`src/rtl/instr_prefetch_buffer.sv`:
```
// Fetch front end: issues sequential instruction-memory reads and queues the
// returned words with their PCs for decode. A redirect flushes queued and in-flight words.
module instr_prefetch_buffer #(
  parameter int                    ADDR_WIDTH = 16,
  parameter int                    DATA_WIDTH = 16,
  parameter int                    DEPTH      = 4,
  parameter logic [ADDR_WIDTH-1:0] RESET_PC   = '0
) (
  input  logic                  clock,
  input  logic                  reset,
  input  logic                  enable,
  input  logic                  redirect,
  input  logic [ADDR_WIDTH-1:0] redirect_pc,
  output logic                  mem_req,
  output logic [ADDR_WIDTH-1:0] mem_addr,
  input  logic [DATA_WIDTH-1:0] mem_rdata,
  output logic                  out_valid,
  input  logic                  out_ready,
  output logic [DATA_WIDTH-1:0] out_instr,
  output logic [ADDR_WIDTH-1:0] out_pc
);
  localparam int PW = $clog2(DEPTH);
  localparam int CW = PW + 1;

  typedef enum logic [1:0] {IDLE = 2'd0, FETCH = 2'd1, FLUSH = 2'd2} state_t;

  state_t                state;
  logic [ADDR_WIDTH-1:0] fetch_pc, inflight_pc;
  logic                  inflight;
  logic [PW-1:0]         rd_ptr, wr_ptr;
  logic [CW-1:0]         count;
  logic [DATA_WIDTH-1:0] instr_q [DEPTH];
  logic [ADDR_WIDTH-1:0] pc_q    [DEPTH];
  logic [CW:0]           used;
  logic                  kill, push, pop;

  // Credit counts the in-flight word so a response always finds a free slot.
  assign used      = {1'b0, count} + {{CW{1'b0}}, inflight};
  assign mem_req   = ~reset & enable & ~redirect & (used < (CW+1)'(DEPTH));
  assign mem_addr  = fetch_pc;
  assign kill      = (state == FLUSH);
  assign push      = inflight & ~kill & ~redirect;
  assign out_valid = (count != '0);
  assign pop       = out_valid & out_ready & ~redirect;
  assign out_instr = instr_q[rd_ptr];
  assign out_pc    = pc_q[rd_ptr];

  always_ff @(posedge clock or posedge reset) begin
    if (reset) begin
      state       <= IDLE;
      fetch_pc    <= RESET_PC;
      inflight    <= 1'b0;
      inflight_pc <= '0;
      rd_ptr      <= '0;
      wr_ptr      <= '0;
      count       <= '0;
      for (int i = 0; i < DEPTH; i++) begin
        instr_q[i] <= '0;
        pc_q[i]    <= '0;
      end
    end else begin
      inflight <= mem_req;
      if (mem_req) begin
        inflight_pc <= fetch_pc;
        fetch_pc    <= fetch_pc + ADDR_WIDTH'(1);
      end
      if (redirect)     state <= FLUSH;
      else if (mem_req) state <= FETCH;
      else              state <= IDLE;

      if (redirect) begin
        fetch_pc <= redirect_pc;
        rd_ptr   <= '0;
        wr_ptr   <= '0;
        count    <= '0;
      end else begin
        if (push) begin
          instr_q[wr_ptr] <= mem_rdata;
          pc_q[wr_ptr]    <= inflight_pc;
          wr_ptr          <= wr_ptr + PW'(1);
        end
        if (pop) rd_ptr <= rd_ptr + PW'(1);
        case ({push, pop})
          2'b10:   count <= count + CW'(1);
          2'b01:   count <= count - CW'(1);
          default: count <= count;
        endcase
      end
    end
  end
endmodule

```
`config.mk`:
```
export PLATFORM = sky130hd
export DESIGN_NAME = instr_prefetch_buffer
export DESIGN_NICKNAME = d
export VERILOG_FILES = /design/src/rtl/instr_prefetch_buffer.sv
export SDC_FILE = /design/constraint.sdc
export NUM_CORES = 1
export LEC_CHECK = 0
export BUFFER_PORTS_ARGS = -buffer_cell sky130_fd_sc_hd__buf_2
export CAP_MARGIN = 40
export CORE_MARGIN = 10
export CORE_UTILIZATION = 58
export DETAILED_ROUTE_END_ITERATION = 6
export PLACE_DENSITY = 0.79
export SLEW_MARGIN = 20
export SYNTH_ARGS = -nofsm -noshare
export SYNTH_HDL_FRONTEND = slang
export SYNTH_SLANG_ARGS = --single-unit
```
`constraint.sdc`:
```
create_clock -name clock -period 5.8 [get_ports clock]
set_input_delay 0.58 -clock clock [delete_from_list [all_inputs] [get_ports clock]]
set_output_delay 0.58 -clock clock [all_outputs]
set_load 0.005 [all_outputs]
```
==> results by group, run 1 <==
Worst setup path
  • Critical Path Sink: mem_req
  • CP Class: in -> out
  • Critical path origin: redirect
  • Reg2reg end: mem_addr[13]$_DFFE_PP0P_
  • Reg2reg setup slack: 3.34 ns
  • Crit end category: output port
  • CP arrival: 2.57 ns
  • CP Max Fanout: 31
  • Worst R2R Start: count[2]$_DFFE_PP0P_
  • Data required time of the worst path: between 5 and 6 ns
  • CP startpoint kind: primary input
  • R2R depth: 6

Clock tree
  • CTS root buf: clkbuf_16
  • Clock sink count: 170
  • Max H-tree Level: 4
  • Clock latency on the worst-skew pair: between 0.4 and 0.5 ns
  • CTS clk-pin slew, worst paths: 0.06 ns
  • CTS buffer count: 17
  • Clk buf depth: 2
  • Hold Buf Count CTS: 0
  • CTS tree: built
  • Post-CTS Setup Bufs: 0
  • Post-CTS Resized: 0

Logic synthesis
  • Asr flop ratio synth: 1.00
  • Post-synth EDFFs: 0
  • Synth cell types: between 40 and 50
  • Synth area leaders: dfrtp_1 56%, mux2_2 19%, mux4_2 9.5%, nand2_1 3.0%, buf_4 0.89%
  • Most frequent cells after synthesis: 170 x dfrtp_1, 129 x mux2_2, 60 x nand2_1
  • Cell with the most instances after synthesis: dfrtp_1
  • Synthesized cell area: 7620 µm²
  • Avg Cell Area, Syn: ~14 µm²
  • FF+latch count, synth: 170
  • Post-Synthesis Cells: 536
  • Top-area cell type share of the netlist area: 0.558
  • Ys flop type: dfrtp_1
  • Mapped Nets: between 500 and 600
  • Seq/Total Area, Yosys: 0.558
  • Yosys Warn Count: 0
  • Synth area leader: dfrtp_1

Die
  • Initial core utilization: 0.599
  • Die H: about 130 µm
  • Ports: 87
  • Die area: around 18000 µm²
  • # rows: slightly above 40
  • Die width: around 130 µm
  • Std-Cell Core Area: about 13000 µm²

GRT
  • Vias in the first global route: between 5000 and 6000
  • Total gr overflow: 0
  • Largest net degree at the start of global routing: 63
  • Total GRT Usage: 0.185
  • First-pass GRT wire length: between 20 and 30 mm
  • Initial antenna violation count: 0

Timing
  • Crit share post-route: 0.543
  • RSZ-0062 raised after global routing: no
  • Slew @ Worst Pin: slightly below 0.8 ns
  • Clk_skew: 0.0114 ns
  • Final TNS setup: 0 ns
  • Tmin final: approximately 3.1 ns
  • Fmax: between 300 and 400 MHz
  • Final setup viols: 0
  • Final hold violations: 0
  • Final worst slack: roughly 2.7 ns
  • Worst rel slew slack: 0.472
  • Slew Limit Fails: 0

Power
  • Pint: roughly 2.5 mW
  • Worst IR Drop VDD: approximately 0.20 mV
  • Flop pwr share: 0.451
  • Sw Ratio: 0.274
  • NetSw: between 0.9 and 1 mW
  • Power density over the cells: ~390 nW/µm²
  • Clock power share: 0.327
  • P_leak: around 4.4 nW
  • Total power: 3.45 mW
  • Comb pwr share: 0.222

Placement
  • Placer Congestion: 0.884
  • HPWL after DPL: 10.4 mm
  • IO buf count: 86
  • Dpl ws: approximately 2.7 ns

Finish
  • Multi-input combinational cell area: 3180 µm²
  • Layout area overhead: 15.6%
  • Share of cells above drive strength 1: 0.459
  • FF+latch area: roughly 4300 µm²
  • FILL cells: between 900 and 1000
  • Layout Nets: between 600 and 700

Route
  • Via count: around 4800
  • Total routed wirelength: approximately 16 mm
  • Per-cell routed wire length: around 20 µm
  • Vias per cell: roughly 5.9
  • DRC violations left: 0
  • TritonRoute pass-1 iters: 5
  • Post-DRT Antenna Nets: 0
  • Starting DRC count in detailed routing: 235

Worst hold path
  • HP Class: in -> async

Run status
  • Outcome: finished clean

Run
  • MaxCap Viol Count: 0
-- critical path: stages --
cell	delay [ns]
buf_2	0.29
nor4b_4	0.45
nand2_1	0.40
buf_8	0.29
inv_2	0.32
buf_2	0.20
-- cell type report --
cell class / count / share of cell area
flip-flops and latches: 170 / 0.483
repair buffers: 95 / 0.0597
inverters: 10 / 0.00483
diodes: 1 / 0.000284
well taps: 172 / 0.0244
clock inverters: 7 / 0.00994
clock buffers: 25 / 0.0574
multi-input cells: 327 / 0.360
-- logic make-up (layout without fill, tap and decap cells) --
family	Yosys count	after routing	synth area share
DFF	170	170	0.558
buffers and inverters	39	137	0.0253
AOI/OAI and AO/OA	37	37	0.0355
muxes	164	164	0.289
xor gates and xnor gates	5	5	0.00574
adders and majority gates	6	6	0.0108
and+or+nand+nor	115	115	0.0755
other	0	1	0
-- per-layer routing --
metal  routed length [µm]  vias up  GRT usage  part of all wire
met5                    0        -          0                 0
met4                  133        0     0.0623            0.0082
met3                  787       10     0.0564             0.049
met2                 8110      112      0.306              0.50
met1                 7110     2491      0.228              0.44
li1                     -     2147          -                 -
-- state kept, by name, summed over array words and instances, names as in the netlist --
| name | flops |
|---|---|
| pc_q | 64 |
| inflight_pc | 16 |
| instr_q | 64 |
| mem_addr | 16 |
| inflight | 1 |
| wr_ptr | 2 |
| rd_ptr | 2 |
| state | 2 |
| count | 3 |
-- stage by stage --
step	utilization	instances	hold WS [ns]	cell area (µm²)
after floorplan	-	536	0.474	7620
after global placement	0.642	772	0.481	8170
after detailed placement	0.646	774	0.488	8210
after CTS	0.692	806	0.283	8810
after global routing	0.692	806	0.307	8810
final	0.692	807	0.265	8810
-- cell usage in the layout (no fill, tap or decap), drive strengths merged, types with 3 or more instances in the layout --
master | synthesis | layout
nand4 | 4 | 4
dfrtp | 170 | 170
mux4 | 32 | 32
ha | 5 | 5
mux2i | 3 | 3
inv | 10 | 10
nand3 | 11 | 11
o21ai | 11 | 11
a221o | 6 | 6
nand2 | 60 | 60
o211ai | 3 | 3
a22oi | 4 | 4
and4 | 4 | 4
clkbuf | 8 | 25
nor2 | 8 | 8
or3 | 6 | 6
buf | 21 | 95
xnor2 | 4 | 4
clkinv | 0 | 4
nor3 | 6 | 6
mux2 | 129 | 129
and3 | 6 | 6
-- power by group through the flow --
| stage | sequential [mW] | combinational, mW | clock (mW) |
|---|---|---|---|
| 2_1_floorplan | 1.49 | 0.540 | 0 |
| 3_3_place_gp | 1.56 | 0.761 | 0 |
| 3_5_place_dp | 1.58 | 0.786 | 0 |
| 4_1_cts | 1.56 | 0.792 | 1.15 |
| 5_1_grt | 1.59 | 0.847 | 1.20 |
| 6_report | 1.56 | 0.767 | 1.13 |
-- how the worst min path moves through the flow --
stage | end | slack (ns) | cells past startpoint
global placement | instr_q[18]$_DFFE_PP0P_ | 0.48 | 1
detailed placement | instr_q[22]$_DFFE_PP0P_ | 0.49 | 1
global route | mem_addr[1]$_DFFE_PP0P_ | 0.31 | 2
finish | mem_addr[1]$_DFFE_PP0P_ | 0.27 | 2
CTS | mem_addr[3]$_DFFE_PP0P_ | 0.28 | 2
floorplan | instr_q[16]$_DFFE_PP0P_ | 0.47 | 1
Note: power is estimated with default switching activity, not from simulation.
==> inputs of run 2 (changes only) <==
==> constraint.sdc (replaced) <==
create_clock -name clock -period 3.3 [get_ports clock]
set_input_delay 0.33 -clock clock [delete_from_list [all_inputs] [get_ports clock]]
set_output_delay 0.33 -clock clock [all_outputs]
set_load 0.005 [all_outputs]
==> run 2 against run 1 <==
Register-to-register slack got worse by 2.2 ns. Non-clock buffer count rose by 6. Combinational power rose by 83%. Critical path type unchanged.
==> results by group, run 2 (same netlist as run 1, synthesis figures left out) <==
Run status
  • Outcome: finished clean

Worst setup path
  • CP Max Fanout: 25
  • CP arrival: 2.31 ns
  • Crit end category: output port
  • Data required time of the worst path: 2.97 ns
  • CP Class: in -> out
  • CP startpoint kind: primary input

Placement
  • Placed cell areas: around 8200 µm²
  • HPWL after DPL: 11.0 mm
  • Placer Congestion: a little over 0.8
  • IO buf count: between 80 and 90

Timing
  • RSZ-0062 raised after global routing: no
  • Tmin final: between 2 and 3 ns
  • Worst rel slew slack: 0.505
  • Final TNS setup: 0 ns
  • Final setup viols: 0
  • Slew Limit Fails: 0
  • Crit share post-route: 0.801
  • Slew @ Worst Pin: roughly 0.74 ns
  • Final hold violations: 0
  • Fmax: between 300 and 400 MHz
  • Clk_skew: 0.00769 ns

Clock tree
  • Clk buf depth: 2
  • Post-CTS Setup Bufs: 0
  • CTS tree: built
  • CTS clk-pin slew, worst paths: around 0.060 ns
  • Max H-tree Level: 4
  • CTS buffer count: 17
  • Clock sink count: 170
  • CTS root buf: clkbuf_16
  • Clock latency on the worst-skew pair: around 0.43 ns

GRT
  • Largest net degree at the start of global routing: around 110
  • Total GRT Usage: 0.192
  • Total gr overflow: 0
  • Initial antenna violation count: 0
  • Vias in the first global route: between 5000 and 6000
  • First-pass GRT wire length: roughly 28 mm

Route
  • Vias per cell: approximately 6.0
  • DRC violations left: 0
  • Via count: between 4000 and 5000
  • Per-cell routed wire length: ~20 µm
  • Total routed wirelength: ~17 mm
  • Post-DRT Antenna Nets: 0
  • TritonRoute pass-1 iters: 4
  • Starting DRC count in detailed routing: between 300 and 400

Finish
  • Leading cell type in the layout, fill and taps excluded: dfrtp_1
  • Layout Nets: 670
  • Layout area overhead: 17.4%
  • Share of cells above drive strength 1: 0.467
  • Top flop regs: instr_q: 64 flops, pc_q: 64 flops
  • Most frequent cells in the layout: 169 x dfrtp_1, 129 x mux2_2, 86 x buf_2, 60 x nand2_1, 32 x mux4_2
  • Antenna cells: 0
  • Finished layout cell area: 8950 µm²

Run
  • MaxCap Viol Count: 0

Die
  • # rows: 41
  • Initial core utilization: 0.599
  • Ports: 87
  • Std-Cell Core Area: between 10000 and 15000 µm²
  • Die H: 135 µm
  • Die width: 135 µm
  • Die area: about 18000 µm²

Power
  • P_leak: ~4.4 nW
  • Power density over the cells: 708 nW/µm²
  • Clock power share: 0.353
  • Pint: 4.63 mW
  • NetSw: around 1.7 mW
  • Flop pwr share: 0.427
  • Worst IR Drop VDD: about 0.42 mV
  • Total power: between 6 and 7 mW
  • Sw Ratio: 0.270
  • Comb pwr share: 0.220

Worst hold path
  • HP Class: in -> reg
## run 2: cell types whose count changed in the layout (fill, tap and decap cells not counted), moves of 2 or more
| cell | change |
|---|---|
| clkinvlp_4 | +5 |
| clkinv_2 | -3 |
| clkbuf_8 | -5 |
| bufinv_16 | +4 |
| clkinv_4 | +3 |
| clkbuf_1 | -3 |
| buf_4 | +4 |
| buf_12 | +2 |
## run 2: critical path, cell delays in order
cell and delay (ns):
dlygate4sd3_1 0.53, buf_2 0.17, nor4b_4 0.32, nand2_1 0.31
inv_2 0.44, buf_2 0.20
## run 2: final cells by class
class                   instances  area, µm²
clock buffers                  17        425
clock inverters                15        249
fillers                       906       3770
inverters                      10       41.3
multi-input cells             327       3180
flip-flops and latches        170       4260
well taps                     172        215
repair buffers                101        591
## run 2: worst paths after layout
path / endpoint / cells past startpoint / start / slack [ns]
max: mem_req / 6 / reset / 0.66
min: mem_addr[0]$_DFFE_PP0P_ / 3 / redirect_pc[0] / 0.13
max reg2reg: mem_addr[13]$_DFFE_PP0P_ / 5 / count[2]$_DFFE_PP0P_ / 1.10
min reg2reg: pc_q[23]$_DFFE_PP0P_ / 1 / pc_q[23]$_DFFE_PP0P_ / 0.50
max in group asynchronous: rd_ptr[0]$_DFFE_PP0P_ / 4 / reset / 2.18
min in group asynchronous: mem_addr[9]$_DFFE_PP0P_ / 4 / reset / 0.51
## run 2: repair_timing
| item | in CTS | in global routing |
|---|---|---|
| resized for setup | 0 | 0 |
| endpoints found under the hold margin | 0 | 2 |
| hold buffers | 0 | 1 |
| setup endpoints to repair | 0 | 0 |
## run 2: power groups by stage
stage | logic, mW | registers (mW) | clock network [mW]
final | 1.40 | 2.71 | 2.24
after global routing | 1.55 | 2.76 | 2.36
after CTS | 1.43 | 2.71 | 2.27
after detailed placement | 1.42 | 2.74 | 0
after global placement | 1.38 | 2.71 | 0
after floorplan | 0.950 | 2.63 | 0
## run 2: metrics by stage
| stage | util | std cells | hold WS (ns) | setup slack [ns] |
|---|---|---|---|---|
| final | 0.704 | 812 | 0.125 | 0.658 |
| after global routing | 0.704 | 812 | 0.126 | 0.545 |
| after CTS | 0.701 | 810 | 0.116 | 0.751 |
| after detailed placement | 0.648 | 778 | 0.488 | 0.895 |
| after global placement | 0.648 | 778 | 0.481 | 0.976 |
| after floorplan | - | 536 | 0.361 | 0.801 |
## run 2: routing by layer
layer | GRT usage | wire (µm) | up-vias
met2 | 0.319 | 8400 | 153
li1 | - | - | 2155
met5 | 0 | 0 | -
met3 | 0.0601 | 987 | 21
met4 | 0.0623 | 274 | 0
met1 | 0.233 | 6950 | 2544
==> inputs of run 3 (changes only) <==
==> constraint.sdc (replaced) <==
create_clock -name clock -period 2.5 [get_ports clock]
set_input_delay 0.25 -clock clock [delete_from_list [all_inputs] [get_ports clock]]
set_output_delay 0.25 -clock clock [all_outputs]
set_load 0.005 [all_outputs]
==> run 3 against run 2 <==
Global-route usage is 0.25 points lower. Clock power rose by 14%. Via count is 0.92% lower. Total power increased by 26%. Utilization shrank 0.34 points. Combinational power increased by 32%. Wire length decreased by 0.80%. Sequential share of layout area rose by 0.23 points. Critical path depth shrank 2. Worst setup slack worse by 0.50 ns. Highest routed layer unchanged.
==> results by group, run 3 (same netlist as run 1, synthesis figures left out) <==
Run status
  • Outcome: finished clean

Route
  • Starting DRC count in detailed routing: around 300
  • Per-cell routed wire length: 20.4 µm
  • Post-DRT Antenna Nets: 0
  • DRC violations left: 0
  • TritonRoute pass-1 iters: 4
  • Total routed wirelength: approximately 16 mm
  • Via count: around 4800
  • Vias per cell: 5.97

Timing
  • Clk_skew: approximately 0.010 ns
  • Crit share post-route: 0.937
  • RSZ-0062 raised after global routing: no
  • Final setup viols: 0
  • Worst rel slew slack: 0.497
  • Fmax: 427 MHz
  • Tmin final: 2.34 ns
  • Final hold violations: 0
  • Final TNS setup: 0 ns
  • Slew @ Worst Pin: roughly 0.75 ns
  • Slew Limit Fails: 0

Die
  • Ports: 87
  • Die area: 18100 µm²
  • Die width: roughly 130 µm
  • Std-Cell Core Area: between 10000 and 15000 µm²
  • # rows: 41
  • Die H: approximately 130 µm
  • Initial core utilization: 0.599

Worst setup path
  • Worst R2R Start: count[0]$_DFFE_PP0P_
  • CP arrival: between 2 and 2.5 ns
  • CP Max Fanout: 25
  • Reg2reg end: count[2]$_DFFE_PP0P_
  • Data required time of the worst path: approximately 2.3 ns
  • CP startpoint kind: register
  • Crit end category: output port
  • Reg2reg setup slack: between 0.4 and 0.5 ns
  • R2R depth: 6
  • CP Class: reg -> out

Finish
  • Leading cell type in the layout, fill and taps excluded: dfrtp_1
  • Post-layout util: 0.700
  • Multi-input combinational cell area: between 3000 and 4000 µm²
  • FILL cells: a little under 900
  • FF+latch area: roughly 4300 µm²
  • Top flop regs: instr_q: 64 flops, pc_q: 64 flops
  • Antenna cells: 0
  • Layout Nets: 669
  • Most frequent cells in the layout: 169 x dfrtp_1, 129 x mux2_2, 86 x buf_2, 60 x nand2_1, 32 x mux4_2
  • Layout area overhead: 16.9%
  • Share of cells above drive strength 1: 0.462

Clock tree
  • Post-CTS Resized: 0
  • Clk buf depth: 2
  • CTS buffer count: 17
  • Clock sink count: 170
  • Clock latency on the worst-skew pair: about 0.43 ns
  • CTS tree: built
  • CTS clk-pin slew, worst paths: 0.06 ns
  • CTS root buf: clkbuf_16
  • Max H-tree Level: 4

GRT
  • Initial antenna violation count: 0
  • Total gr overflow: 0
  • First-pass GRT wire length: between 20 and 30 mm
  • Vias in the first global route: 5171
  • Total GRT Usage: 0.189
  • Largest net degree at the start of global routing: between 50 and 60

Power
  • Power density over the cells: ~900 nW/µm²
  • Worst IR Drop VDD: ~0.47 mV
  • P_leak: ~4.4 nW

Run
  • MaxCap Viol Count: 0

Placement
  • HPWL after DPL: between 10 and 15 mm
  • Placer Congestion: between 0.8 and 0.9
  • IO buf count: 86

Worst hold path
  • Worst Hold End: mem_addr[6]$_DFFE_PP0P_
  • Depth of the worst hold-timing path: 2
  • HP Class: in -> reg
  • Hold path startpoint: redirect_pc[6]
-- run 3: changes by cell type in the layout (fill, tap and decap cells not counted), moves of 3 or more --
cell / delta
buf_12: +7
buf_4: -7
bufinv_16: -4
clkbuf_8: +3
clkinv_2: +3
clkinvlp_4: -4
-- run 3: layer usage --
metal / global-route usage / routed length (µm) / vias to the layer above
met3: 0.0538 / 901 / 18
met1: 0.233 / 6930 / 2517
met4: 0.0586 / 208 / 0
met5: 0 / 0 / -
met2: 0.315 / 8450 / 138
li1: - / - / 2155
-- run 3: area by class of cell --
cell class / count / share of cell area
Clock buffer: 22 / 0.0532
Clock inverter: 8 / 0.0108
Inverter: 10 / 0.00463
Multi-Input combinational cell: 327 / 0.356
Sequential cell: 170 / 0.478
Tap cell: 172 / 0.0242
Timing Repair Buffer: 100 / 0.0730
-- run 3: critical path, cell delays in order, from the launching register on --
cell and delay, ns:
dfrtp_1 0.47, nor4b_4 0.41, nand2_1 0.19, inv_2 0.39, buf_2 0.20
-- run 3: power breakdown --
group | switching, mW | total [mW] | leakage, nW | internal [mW]
registers | 0.392 | 3.58 | 2.27 | 3.19
logic | 0.787 | 1.85 | 1.86 | 1.06
clock network | 1.02 | 2.55 | 0.282 | 1.53
-- run 3: stage by stage --
step / std cells / total power, mW / cell area [µm²] / hold slack, ns / worst slack [ns]
finish: 809 / 7.98 / 8910 / 0.0462 / 0.157
global route: 809 / 8.40 / 8910 / 0.0497 / 0.0813
CTS: 807 / 8.07 / 8880 / 0.0235 / 0.184
detailed placement: 777 / 5.50 / 8310 / 0.476 / 0.485
global placement: 777 / 5.40 / 8310 / 0.468 / 0.544
floorplan: 536 / 4.72 / 7630 / 0.281 / 0.0813
-- run 3: how the worst max path moves through the flow --
stage                              start              endpoint  slack [ns]  cells after the start
global placement    count[0]$_DFFE_PP0P_  count[2]$_DFFE_PP0P_        0.54                      6
detailed placement  count[0]$_DFFE_PP0P_  count[2]$_DFFE_PP0P_        0.49                      6
floorplan                          reset  count[0]$_DFFE_PP0P_        0.08                      1
CTS                 count[2]$_DFFE_PP0P_               mem_req        0.18                      4
global route        count[2]$_DFFE_PP0P_               mem_req        0.08                      4
finish              count[2]$_DFFE_PP0P_               mem_req        0.16                      4
-- run 3: what timing repair did --
item / CTS / global route
endpoints found under the hold margin: 0 / 30
setup buffers: 0 / 0
hold buffers: 0 / 1
